[config.mk]
export PLATFORM = sky130hd
export DESIGN_NAME = mem_dump_reader
export DESIGN_NICKNAME = d
export VERILOG_FILES = /design/src/rtl/mem_dump_reader_pkg.sv /design/src/rtl/mem_dump_reader.sv
export SDC_FILE = /design/constraint.sdc
export NUM_CORES = 1
export LEC_CHECK = 0
export ABC_AREA = 1
export BUFFER_PORTS_ARGS = -buffer_cell sky130_fd_sc_hd__buf_2
export CELL_PAD_IN_SITES_DETAIL_PLACEMENT = 1
export CELL_PAD_IN_SITES_GLOBAL_PLACEMENT = 1
export CORE_MARGIN = 4
export CORE_UTILIZATION = 35
export CTS_CLUSTER_SIZE = 20
export DETAILED_ROUTE_END_ITERATION = 6
export PLACE_DENSITY = 0.8
export RECOVER_POWER = 25
export SETUP_SLACK_MARGIN = 0.05
export SYNTH_ARGS = -nofsm -noshare
export SYNTH_HDL_FRONTEND = slang
export SYNTH_SLANG_ARGS = --single-unit
export TNS_END_PERCENT = 20
[constraint.sdc]
create_clock -name clk -period 1.9 [get_ports clk]
set_input_delay 0.285 -clock clk [delete_from_list [all_inputs] [get_ports clk]]
set_output_delay 0.285 -clock clk [all_outputs]
set_load 0.02 [all_outputs]
[src/rtl/mem_dump_reader_pkg.sv]
// Shared types and default sizes for the port-B memory dump reader.
package mem_dump_reader_pkg;

   localparam int DATA_W_DEF = 16;
   localparam int ADDR_W_DEF = 16;

   typedef enum logic [2:0] {
      ST_IDLE    = 3'd0,
      ST_ISSUE   = 3'd1,
      ST_CAPTURE = 3'd2,
      ST_OUT     = 3'd3,
      ST_DONE    = 3'd4,
      ST_SUM     = 3'd5
   } state_t;

endpackage

[src/rtl/mem_dump_reader.sv]
// Port-B read agent for the shared dual-port bram: on start it walks an
// inclusive address range and streams every word out on a valid/ready port.
// Port B is read-only, so we_b and data_b are tied low.
// Optional build macro MEM_DUMP_CHECKSUM_EN appends a modulo-2^DATA_W sum
// of the dumped words as a final word flagged with dout_last.
module mem_dump_reader
   import mem_dump_reader_pkg::*;
#(
   parameter int DATA_W = DATA_W_DEF,
   parameter int ADDR_W = ADDR_W_DEF
)(
   input  logic              clk,
   input  logic              reset,
   input  logic              start,
   input  logic              abort,
   input  logic [ADDR_W-1:0] start_addr,
   input  logic [ADDR_W-1:0] end_addr,
   output logic [ADDR_W-1:0] addr_b,
   output logic              we_b,
   output logic [DATA_W-1:0] data_b,
   input  logic [DATA_W-1:0] q_b,
   output logic [DATA_W-1:0] dout,
   output logic              dout_valid,
   input  logic              dout_ready,
   output logic              dout_last,
   output logic              busy,
   output logic              done,
   output logic              err
);

   localparam logic [ADDR_W-1:0] ADDR_ONE = ADDR_W'(1);

   state_t            state_r;
   logic [ADDR_W-1:0] cur_r;
   logic [ADDR_W-1:0] end_r;
   logic              handshake_s;
`ifdef MEM_DUMP_CHECKSUM_EN
   logic [DATA_W-1:0] sum_r;
`endif

   // Port B never writes the bram.
   assign we_b   = 1'b0;
   assign data_b = {DATA_W{1'b0}};

   // The output register is only ever valid in OUT/SUM, so this is the accept.
   assign handshake_s = dout_valid & dout_ready;

   // Dump sequencer: address walk, word capture, output handshake and pulses.
   always_ff @(posedge clk) begin
      if (reset) begin
         state_r    <= ST_IDLE;
         cur_r      <= {ADDR_W{1'b0}};
         end_r      <= {ADDR_W{1'b0}};
         addr_b     <= {ADDR_W{1'b0}};
         dout       <= {DATA_W{1'b0}};
         dout_valid <= 1'b0;
         dout_last  <= 1'b0;
         busy       <= 1'b0;
         done       <= 1'b0;
         err        <= 1'b0;
`ifdef MEM_DUMP_CHECKSUM_EN
         sum_r      <= {DATA_W{1'b0}};
`endif
      end else begin
         done <= 1'b0;
         err  <= 1'b0;
         if (abort && (state_r != ST_IDLE)) begin
            // Abort beats a same-cycle handshake; progress is dropped silently.
            state_r    <= ST_IDLE;
            dout_valid <= 1'b0;
            dout_last  <= 1'b0;
            busy       <= 1'b0;
         end else begin
            case (state_r)
               ST_IDLE: begin
                  if (start) begin
                     if (start_addr <= end_addr) begin
                        cur_r   <= start_addr;
                        end_r   <= end_addr;
                        addr_b  <= start_addr;
                        busy    <= 1'b1;
                        state_r <= ST_ISSUE;
`ifdef MEM_DUMP_CHECKSUM_EN
                        sum_r   <= {DATA_W{1'b0}};
`endif
                     end else begin
                        // Reversed range: report and finish without any words.
                        err  <= 1'b1;
                        done <= 1'b1;
                     end
                  end else begin
                     state_r <= ST_IDLE;
                  end
               end

               ST_ISSUE: begin
                  // bram samples addr_b at the end of this cycle.
                  state_r <= ST_CAPTURE;
               end

               ST_CAPTURE: begin
                  dout       <= q_b;
                  dout_valid <= 1'b1;
`ifdef MEM_DUMP_CHECKSUM_EN
                  dout_last  <= 1'b0;
                  sum_r      <= sum_r + q_b;
`else
                  dout_last  <= (cur_r == end_r);
`endif
                  state_r    <= ST_OUT;
               end

               ST_OUT: begin
                  if (handshake_s) begin
                     if (cur_r == end_r) begin
                        // Compare before increment, so end = all-ones never wraps.
`ifdef MEM_DUMP_CHECKSUM_EN
                        dout       <= sum_r;
                        dout_valid <= 1'b1;
                        dout_last  <= 1'b1;
                        state_r    <= ST_SUM;
`else
                        dout_valid <= 1'b0;
                        dout_last  <= 1'b0;
                        done       <= 1'b1;
                        state_r    <= ST_DONE;
`endif
                     end else begin
                        cur_r      <= cur_r + ADDR_ONE;
                        addr_b     <= cur_r + ADDR_ONE;
                        dout_valid <= 1'b0;
                        dout_last  <= 1'b0;
                        state_r    <= ST_ISSUE;
                     end
                  end else begin
                     state_r <= ST_OUT;
                  end
               end

               ST_SUM: begin
`ifdef MEM_DUMP_CHECKSUM_EN
                  if (handshake_s) begin
                     dout_valid <= 1'b0;
                     dout_last  <= 1'b0;
                     done       <= 1'b1;
                     state_r    <= ST_DONE;
                  end else begin
                     state_r <= ST_SUM;
                  end
`else
                  // Unreachable without the checksum; recover to IDLE.
                  dout_valid <= 1'b0;
                  dout_last  <= 1'b0;
                  busy       <= 1'b0;
                  state_r    <= ST_IDLE;
`endif
               end

               ST_DONE: begin
                  busy    <= 1'b0;
                  state_r <= ST_IDLE;
               end

               default: begin
                  dout_valid <= 1'b0;
                  dout_last  <= 1'b0;
                  busy       <= 1'b0;
                  state_r    <= ST_IDLE;
               end
            endcase
         end
      end
   end

endmodule
-- Yosys cells after proc, flatten, opt, wreduce, memory -nomap -nowiden
Index checks and enable logic that the tools add are counted.
- bits of input ports: 53
- word-level logic and storage cells: 60
- register bits: 56
- output and inout bits: 54
- reductions and logical operators: 13
- bitwise operators: 5
- magnitude comparators: 1
- equal/unequal tests: 10
- add/subtract/negate cells: 1
- multiplexer cells: 21
- operators with widths (operator ; number):
    two-way mux 16 bit ; 4
    one-hot mux 16 bit (2 select lines) ; 1
    adder 16 x 1 -> 16 bit, second input constant ; 1
    equality test 16 bit ; 1
    <= comparator 16 bit ; 1
    two-way mux 3 bit ; 4
    one-hot mux 3 bit (4 select lines) ; 1
    OR reduction 3 bit ; 3
    != test 2 bit, second input constant ; 4
    two-way mux 1 bit ; 7
    equality test 3 x 2 -> 1 bit, second input constant ; 2
    one-hot mux 1 bit (3 select lines) ; 2
    AND reduction 6 bit ; 1
    inverter 1 bit ; 4
    one-hot mux 1 bit (2 select lines) ; 2
    AND reduction 2 bit ; 2
    AND reduction 4 bit ; 1
    equality test 3 x 1 -> 1 bit, second input constant ; 1
    equality test 3 bit, second input constant ; 1
    zero test 3 bit ; 1
    != test 3 bit, second input constant ; 1
    AND reduction 3 bit ; 1
    nonzero test 3 bit ; 1
    nonzero test 2 bit ; 1
    3 further kinds ; 3

-- Depth between registers and ports, before layout
Gate-level depths: netlist of the first run.
- word-level depth: 4
- mapped depth: 17
- mapped depth without buffers: 16

-- Worst setup path after synthesis of the first run
Ideal clock, no wire load.
- kind: reg2reg
- from: reg cur_r[0]
- to: reg cur_r[12]
- path slack: 0.148 ns
- clock period less this slack: 1.752 ns
- cell stages (with the launch flop): 11
- arrival time: 1.640 ns
- data required time: 1.787 ns
- path through: dfxtp_1 > ha_1 > nand2_1 > nor2_1 > nand3_1 > nor2_1 > nand2_1 > nand3_1 > nand2_1 > nor2_1 > nor2_1
- cells in the longest elaborated chain, start to end: 4
- elaborated cells between the ends (all ways): 7
- those cells by class: add/sub: 1; eq/ne: 2; mux: 3; reduce/logical: 1
- ends and longest elaborated chain (what ; line ; text):
    start, declared ; mem_dump_reader.sv:34 ; logic [ADDR_W-1:0] cur_r;
    start signal, assigned ; mem_dump_reader.sv:52 ; cur_r <= {ADDR_W{1'b0}};
    start signal, assigned ; mem_dump_reader.sv:78 ; cur_r <= start_addr;
    start signal, assigned ; mem_dump_reader.sv:129 ; cur_r <= cur_r + ADDR_ONE;
    adder 16 x 1 -> 16 bit ; mem_dump_reader.sv:129 ;
    two-way mux 16 bit ; mem_dump_reader.sv:115 ; if (cur_r == end_r) begin
    two-way mux 16 bit ; mem_dump_reader.sv:114 ; if (handshake_s) begin
    one-hot mux 16 bit (2 select lines) ; mem_dump_reader.sv:74 ; case (state_r)
Several ways; a longest one is shown, not always the timed one. The select of a mux whose other input is x is not followed.
A chain may end at the register's enable or synchronous reset.

-- Worst setup path in the final report of the first run
- from: reg cur_r[2]
- to: reg cur_r[2]
The elaborated chain is that of the path after synthesis.

==> metrics.txt, run 1 <==
commonest non-fill, non-tap cell in the layout=nand2_1; Die Ht=108.7 um; commonest non-fill, non-tap cells in the layout=nand2_1 (169), buf_2 (66), inv_1 (57); filler cell count=1,396; Seq cells post-synth=56; Hold/Removal Path Class=in2reg; Setup CP Type=reg2reg; Final period util=91.20%; MaxCap Viol Count=0; Root Driver=clkbuf_8; drt pass-1 iters=4; CP max stage delay=about 0.43 ns; Die W=108.7 um; Most Frequent Cell on Critical Path=nand2_1; Avg Cell Area, Syn=6.321 um2; Yosys cell types=33; number of DRC markers in iteration 0=140; Crit Path Max Fanout=22; post-route ant nets=0; Initial Utilization=36.11%; Top delay family on crit path=simple AND/OR/NAND/NOR gates; # DRC=0; async set-reset flop share out of synthesis=0%; outcome=completed; Cell Area, Synth=3546 um2; Area Growth Syn to Fin=25.62%; Worst Path Buf+Inv=2; CTS tree=yes; FF/Latch Area=1146 um2; IO Count=107; Post-synth EDFFs=0; WL per Instance=14.96 um; vias in the first global route=4,176; # setup viols final=0; main area contributors after synthesis=dfxtp_1 (32%), nand2_1 (18%), nand3_1 (7.9%); Vias=3,985; Synth Warn #=0; CTS max path bufs=2; area leader, netlist=dfxtp_1; CP Data Required Time=2.11 ns; largest net degree at the start of global routing=35; Worst Tran Pin Value=0.5132 ns; Post-Syn Instances=561; fin crit period=1.733 ns; detailed-route wire length=12.15 mm; Max-slew headroom=65.70%; peak supply drop=0.3897 mV; Cells after DPL=803; Final Skew=0.01528 ns; GPL Wtd Cong=0.8273; core area=9819 um2; final hold violation count=0; pre-CTS setup slack=-0.2749 ns; Ant. Diodes=0; power after layout=4140 uW; Static Leak=roughly 0.0022 uW; area of the multi-input gates=2049 um2; H-tree levels=2; PD cells=about 930 nW/um2; crit path DAT=1.95 ns; row count=36; Cell Count, Final, Fillers Out=just over 800; Nets=748; initial antenna violation count=0; share of cells above drive strength 1=22.97%; HPWL after detailed placement=9.514 mm; # clock sinks=56; fin worst setup slack=about 0.17 ns; crit start category=flop; post-synthesis sequential area ratio=roughly a third; cells along the critical path=inv_2 > nand2_1 > nand2_1 > nor2_2 > nand2_2 > nor2_4 > nand3_2 > nand2_1 > inv_2 > nand2_8 > nand2_1 > nand2_1 > nor2_1; CP max-delay cell=dfxtp_2; Most used DFF post-synth=dfxtp_1; Worst-Skew Late Latency=0.32 ns; GRT overflow=0; register clock-pin slew on the reported worst setup and hold paths=0.11 ns; IO buf count=89; TritonCTS Buffers=5; CTS Hold Buffers Added=0; Setup crit end kind=flop; via/cell ratio=4.908; first-pass GRT wire length=between 15 and 20 mm; die area=between 10,000 and 15,000 um2; max-slew violations=0; maximum clock rate=0.5771 GHz; RSZ-0062 raised after global routing=no; gr usage total=20.89%; top cell type's share of synthesized area=31.62%
-- worst register-to-register path, cell delays in order (launching register included) --
cell	delay, ns
dfxtp_2	0.43
inv_2	0.07
nand2_1	0.07
nand2_1	0.06
nor2_2	0.14
nand2_2	0.11
nor2_4	0.15
nand3_2	0.08
nand2_1	0.08
inv_2	0.07
nand2_8	0.14
nand2_1	0.09
nand2_1	0.08
nor2_1	0.05
-- flip-flops by register name (all words and copies together) (netlist names) --
signal / flops
busy: 1
dout: 16
end_r: 16
dout_valid: 1
dout_last: 1
cur_r: 16
done: 1
err: 1
state_r: 3
-- what timing repair did --
| item | CTS | global route |
|---|---|---|
| hold endpoints to repair | 0 | 0 |
| gates resized for setup | 1 | 30 |
| pin swaps | 0 | 3 |
| endpoints found under the setup margin | 1 | 31 |
| buffers inserted | 0 | 1 |
-- metal layers --
metal	GRT usage (%)	vias up	routed length (um)
met5	0	-	0
met4	6.132	0	180
met3	4.263	14	693
met2	37.95	108	6190
met1	24.70	1885	5081
li1	-	1978	-
-- cells by family after synthesis --
kind of cell    count (synthesis)  synth area share, %
compound gates                 67                10.16
xor+xnor                        7                1.729
fa+ha+maj                      17                5.998
buf+inv                       105                13.83
flops                          56                31.62
other cells                     1               0.1058
simple gates                  308                36.56
-- cell usage after synthesis, types with 2 or more instances --
| master | n |
|---|---|
| inv_1 | 57 |
| dfxtp_1 | 56 |
| nand2_1 | 173 |
| clkinv_1 | 3 |
| buf_6 | 3 |
| buf_4 | 18 |
| o21ai_0 | 9 |
| ha_1 | 17 |
| buf_2 | 5 |
| nor2_1 | 56 |
| nand2_2 | 3 |
| nand3_1 | 56 |
| nand3b_1 | 2 |
| clkbuf_1 | 10 |
| a21oi_1 | 51 |
| nand4_1 | 6 |
| xor2_1 | 6 |
| nor3_1 | 6 |
| inv_2 | 9 |
| o31ai_1 | 2 |
-- report_power, final --
part / leakage, uW / internal, uW / total [uW] / switching [uW]
Sequential: 0.000463 / 1370 / 1560 / 185
Combinational: 0.00169 / 652 / 1890 / 1240
Clock: 0.0000404 / 263 / 686 / 423
-- through the flow --
step | setup TNS [ns] | area, um2 | util, % | hold slack, ns
2_1_floorplan | 0 | 3606 | - | 0.4480
3_3_place_gp | -2.557 | 4299 | 43.78 | 0.4467
3_5_place_dp | -7.266 | 4299 | 43.78 | 0.4530
4_1_cts | 0 | 4393 | 44.74 | 0.2070
5_1_grt | 0 | 4454 | 45.36 | 0.2080
6_report | 0 | 4454 | 45.36 | 0.2155
-- layout make-up --
class / count / area share [%]
inverter: 69 / 5.815
clock buffer: 5 / 1.545
multi-input combinational: 416 / 46.01
timing repair buffer: 130 / 16.63
tap: 133 / 3.736
clock inverter: 3 / 0.5337
sequential: 56 / 25.73
-- final timing paths --
check,startpoint,end,slack [ns],cells past startpoint
hold / removal,q_b[6],dout[6],0.22,3
setup reg to reg,cur_r[2],cur_r[2],0.17,13
setup / recovery,cur_r[2],cur_r[2],0.17,13
hold reg to reg,busy,busy,0.47,2
Note: power is estimated with default switching activity, not from simulation.
==> inputs of run 2 (changes only) <==
- CORE_MARGIN: 4 -> default
==> run 2 against run 1 <==
Effect of this change:
- critical path depth is 1 lower
- first-iteration DRC count decreased by 19%
- register-to-register slack worse by 0.02 ns
- largest cell class unchanged
- sequential cell count unchanged
- via count down 0.83%
- critical endpoint is now cur_r[8]
- maximum frequency down 1.2%
- sequential share of layout area fell by 0.28 points
- core utilization up 0.45 points
- die area down 11%
==> metrics.txt, run 2 (synthesis results as in run 1) <==
outcome=completed; Flop pwr share=38.0% (+0.3 points); Vias=3,952 (-0.83%); commonest non-fill, non-tap cells in the layout=nand2_1 (172), buf_2 (66), inv_1 (57); # DRC=0 (unchanged); detailed-route wire length=11.76 mm (-3.2%); HPWL after detailed placement=9.372 mm (-1.5%); GPL Wtd Cong=0.8269 (about the same); Worst Tran Pin Value=0.5390 ns (+0.02580 ns); gr usage total=23.46% (+2.6 points); first-pass GRT wire length=19.15 mm (-2.5%); number of DRC markers in iteration 0=114 (-19%); post-route cell area=4478 um2 (+0.53%); crit path DAT=1.97 ns (+0.02 ns); post-CTS repair timing setup buffer count=0 (unchanged); maximum clock rate=0.5699 GHz (-1.2%); Worst-Skew Late Latency=0.31 ns (about the same); Die W=102.7 um (-5.5%); drt pass-1 iters=4 (unchanged); TritonCTS Buffers=5 (unchanged); H-tree levels=2 (unchanged); Final period util=92.35% (+1.1 points); PD cells=918.9 nW/um2 (-1.1%); IO Count=107 (unchanged); Area Growth Syn to Fin=26.29%; Setup CP Type=reg2reg; MaxCap Viol Count=0 (unchanged); CTS max path bufs=2 (unchanged); hold slack=0.2362 ns (+0.02063 ns); Crit Path Max Fanout=10 (-55%); top flop regs=cur_r x16, dout x16, end_r x16; RSZ-0062 raised after global routing=yes; Comb pwr share=45.2% (-0.6 points); Ant. Diodes=0 (unchanged); CTS Hold Buffers Added=0 (unchanged); clock group share of total power=16.9% (+0.3 points); peak supply drop=0.3719 mV (-4.6%); initial antenna violation count=0 (unchanged); die area=10,540 um2 (-11%); vias in the first global route=4,018 (-3.8%); core area=9774 um2 (-0.46%); area post-placement=4344 um2 (+1.0%); Nets=753 (+0.67%); row count=36 (unchanged); Final Skew=0.01299 ns (-0.002293 ns); Initial Utilization=36.28% (+0.17 points); Root Driver=clkbuf_8; Die Ht=102.7 um (-5.5%); via/cell ratio=4.837 (-1.4%); Max-slew headroom=63.98% (-1.7 points); Hold/Removal Path Class=in2reg; WL per Instance=14.40 um (-3.7%); largest net degree at the start of global routing=23 (-34%); final hold violation count=0 (unchanged); GRT overflow=0 (unchanged); CTS tree=yes; CP Data Required Time=2.11 ns (about the same); post-route ant nets=0 (unchanged); Switching Fraction=43.62% (-1.1 points); commonest non-fill, non-tap cell in the layout=nand2_1; # setup viols final=0 (unchanged); P_int=2320 uW (+1.3%); reported net switching power=1795 uW (-3.0%); fin crit period=1.755 ns (+0.02177 ns); IO buf count=89 (unchanged); share of cells above drive strength 1=22.66% (-0.31 points); crit start category=flop; register clock-pin slew on the reported worst setup and hold paths=0.11 ns (about the same); # clock sinks=56 (unchanged); max-slew violations=0 (unchanged); Static Leak=0.002218 uW (+1.0%); Setup crit end kind=flop
==> run 2: worst max-delay path, cell delays in order, from the launching register on <==
cell     delay [ns]
dfxtp_2        0.40
inv_1          0.07
nand2_1        0.05
nand2_1        0.05
nor2_2         0.13
nand2_2        0.10
nor2_4         0.17
nand3_2        0.10
nand2_1        0.09
inv_2          0.07
buf_4          0.17
a21oi_1        0.16
nor2_1         0.07
==> run 2: layout make-up <==
cell class	count	area, um2
Multi-Input combinational cell	416	2044
Fill cell	1385	5296
Inverter	69	259.0
Tap cell	133	166.4
Clock buffer	8	90.09
Timing Repair Buffer	135	778.2
Sequential cell	56	1140
==> run 2: what timing repair did <==
| action | 4_1_cts | 5_1_grt |
|---|---|---|
| resized for setup | 4 | 21 |
| endpoints found under the setup margin | 22 | 29 |
| cloned | 0 | 0 |
==> run 2: metrics by stage <==
step           power [uW]  util [%]  setup slack [ns]  cells  TNS [ns]
2_1_floorplan        2750         -            0.1477    577         0
3_3_place_gp         3306     44.44           -0.1342    809    -3.407
3_5_place_dp         3384     44.44           -0.2925    809    -8.779
4_1_cts              4092     45.53           0.08164    817         0
5_1_grt              4409     45.81           0.01703    817         0
6_report             4115     45.81            0.1454    817         0
==> run 2: power groups by stage <==
stage               Combinational [uW]  Clock, uW  Sequential [uW]
finish                            1860        694             1560
CTS                               1840        709             1550
global route                      2070        746             1590
floorplan                         1060          0             1690
detailed placement                1820          0             1570
global placement                  1750          0             1560
==> run 2: path summary, 6_finish.rpt <==
check | start | endpoint | slack [ns] | cells after the start
setup reg to reg | cur_r[1] | cur_r[8] | 0.15 | 12
hold / removal | q_b[0] | dout[0] | 0.24 | 3
setup / recovery | cur_r[1] | cur_r[8] | 0.15 | 12
hold reg to reg | dout[9] | dout[9] | 0.47 | 2
==> run 2: metal layers <==
layer | global-route usage [%] | vias up | share of wire (%)
li1 | - | 1984 | -
met2 | 42.67 | 97 | 51
met1 | 28.53 | 1857 | 43
met5 | 0 | - | 0
met4 | 6.703 | 0 | 1.3
met3 | 3.458 | 14 | 4.7
==> inputs of run 3 (changes only) <==
- REMOVE_ABC_BUFFERS: default -> 1
==> run 3 against run 2 <==
Effect of this change:
- core utilization about the same
- via count down 0.86%
- combinational power about the same
- clock skew down 0.0043 ns
- final area about the same
- maximum frequency up 0.79%
==> metrics.txt, run 3 (synthesis results as in run 1) <==
maximum clock rate=0.5745 GHz (+0.79%); Hold Path Sink=dout[9]; Hold Startpoint=q_b[9]; commonest non-fill, non-tap cell in the layout=nand2_1; initial antenna violation count=0 (unchanged); # clock sinks=56 (unchanged); Initial Utilization=36.28% (unchanged); Area Growth Syn to Fin=26.36% (about the same); Crit Path Max Fanout=10 (unchanged); power after layout=4284 uW (+4.1%); Worst Tran Pin Value=0.5296 ns (-0.009425 ns); largest net degree at the start of global routing=35 (+52%); launch point of the worst reg-to-reg path=cur_r[6]; Hold/Removal Path Class=in2reg; pre-CTS setup slack=-0.2806 ns (+0.01185 ns); Root Driver=clkbuf_8; post-route ant nets=0 (unchanged); fin crit period=1.741 ns (-0.01382 ns); peak supply drop=0.4051 mV (+8.9%); final hold violation count=0 (unchanged); CP Data Required Time=2.18 ns (+0.07 ns); H-tree levels=2 (unchanged); Setup CP Type=reg2reg; first-pass GRT wire length=18.89 mm (-1.4%); Fin Setup TNS=0 ns (unchanged); worst r2r path cells=13 (+1); vias in the first global route=4,049 (+0.77%); row count=36 (unchanged); post-CTS repair timing setup buffer count=0 (unchanged); Static Leak=0.002217 uW (about the same); gr usage total=23.48% (about the same); via/cell ratio=4.801 (-0.74%); Nets=752 (-0.13%); # setup viols final=0 (unchanged); core area=9774 um2 (unchanged); Ant. Diodes=0 (unchanged); WL per Instance=14.58 um (+1.3%); Setup crit end kind=flop; # DRC=0 (unchanged); Final Skew=0.008729 ns (-0.004259 ns); r2r setup slk=0.16 ns (about the same); Die Ht=102.7 um (unchanged); Worst Setup SP=cur_r[6]; IO buf count=89 (unchanged); commonest non-fill, non-tap cells in the layout=nand2_1 (173), buf_2 (66), inv_1 (57); hold slack=0.2030 ns (-0.03315 ns); crit path DAT=2.02 ns (+0.05 ns); CTS tree=yes; register clock-pin slew on the reported worst setup and hold paths=0.12 ns (about the same); IO Count=107 (unchanged); fin worst setup slack=0.1592 ns (+0.01382 ns); HPWL after detailed placement=9.316 mm (-0.60%); drt pass-1 iters=4 (unchanged); GPL Wtd Cong=0.8397 (+1.5%); top flop regs=cur_r x16, dout x16, end_r x16; Max-slew headroom=64.61% (+0.63 points); detailed-route wire length=11.90 mm (+1.1%); outcome=completed; GRT overflow=0 (unchanged); number of DRC markers in iteration 0=79 (-31%); hold depth=3 (unchanged); TritonCTS Buffers=5 (unchanged); Final period util=91.62% (-0.73 points); MaxCap Viol Count=0 (unchanged); R2R Path End=cur_r[8]; RSZ-0062 raised after global routing=yes; die area=10,540 um2 (unchanged); CTS max path bufs=2 (unchanged); Die W=102.7 um (unchanged); crit start category=flop; Vias=3,918 (-0.86%); max-slew violations=0 (unchanged); PD cells=956.2 nW/um2 (+4.1%); Worst-Skew Late Latency=0.34 ns (+0.03 ns); share of cells above drive strength 1=21.96% (-0.70 points)
[run 3: cell count changes in the layout (fill, tap and decap cells not counted), moves of 2 or more]
cell	delta
dfxtp_1	+3
buf_4	-2
clkbuf_1	-2
dfxtp_4	-2
[run 3: through the flow]
step | util, % | cell area (um2) | std cells
detailed placement | 44.50 | 4349 | 808
floorplan | - | 3374 | 541
CTS | 45.69 | 4466 | 816
global route | 45.84 | 4481 | 816
global placement | 44.50 | 4349 | 808
finish | 45.84 | 4481 | 816
[run 3: area by class of cell]
| class | instances | area (um2) |
|---|---|---|
| fillers | 1371 | 5294 |
| clock buffers | 5 | 68.82 |
| repair buffers | 134 | 783.3 |
| well taps | 133 | 166.4 |
| multi-input cells | 416 | 2026 |
| inverters | 69 | 259.0 |
| flip-flops and latches | 56 | 1131 |
| clock inverters | 3 | 46.29 |
[run 3: worst max-delay path by stage]
stage,to,slack [ns],cells after the start
2_1_floorplan,cur_r[15],-0.07,10
3_3_place_gp,busy,-0.23,10
3_5_place_dp,end_r[4],-0.28,10
4_1_cts,cur_r[1],0.06,10
5_1_grt,cur_r[8],0.01,13
6_report,cur_r[8],0.16,13
[run 3: power breakdown]
group / internal (uW) / total, uW / switching, uW
clock network: 398 / 857 / 459
logic: 660 / 1880 / 1220
registers: 1360 / 1550 / 183
total: 2420 / 4280 / 1860
[run 3: metal layers]
| metal | routed length, um | vias to the layer above | global-route usage, % |
|---|---|---|---|
| met5 | 0 | - | 0 |
| met4 | 255 | 0 | 7.582 |
| li1 | - | 1979 | - |
| met1 | 5219 | 1829 | 26.79 |
| met2 | 5837 | 97 | 43.74 |
| met3 | 584 | 13 | 4.407 |
[run 3: worst max-delay path: stages (launching register included)]
cell and delay (ns):
dfxtp_2 0.40, inv_1 0.09, nand2_1 0.06, nand2_1 0.08, nor2_1 0.12, nand2_1 0.12
nor2_4 0.15, nand3_2 0.08, nand2_1 0.09, inv_2 0.07, buf_4 0.17, nand3_1 0.08
nand2_1 0.06, nor2_1 0.10
[run 3: repair_timing]
action / 4_1_cts / 5_1_grt
pin swaps: 0 / 0
hold buffers: 0 / 0
resized for setup: 1 / 16
endpoints found under the setup margin: 13 / 33
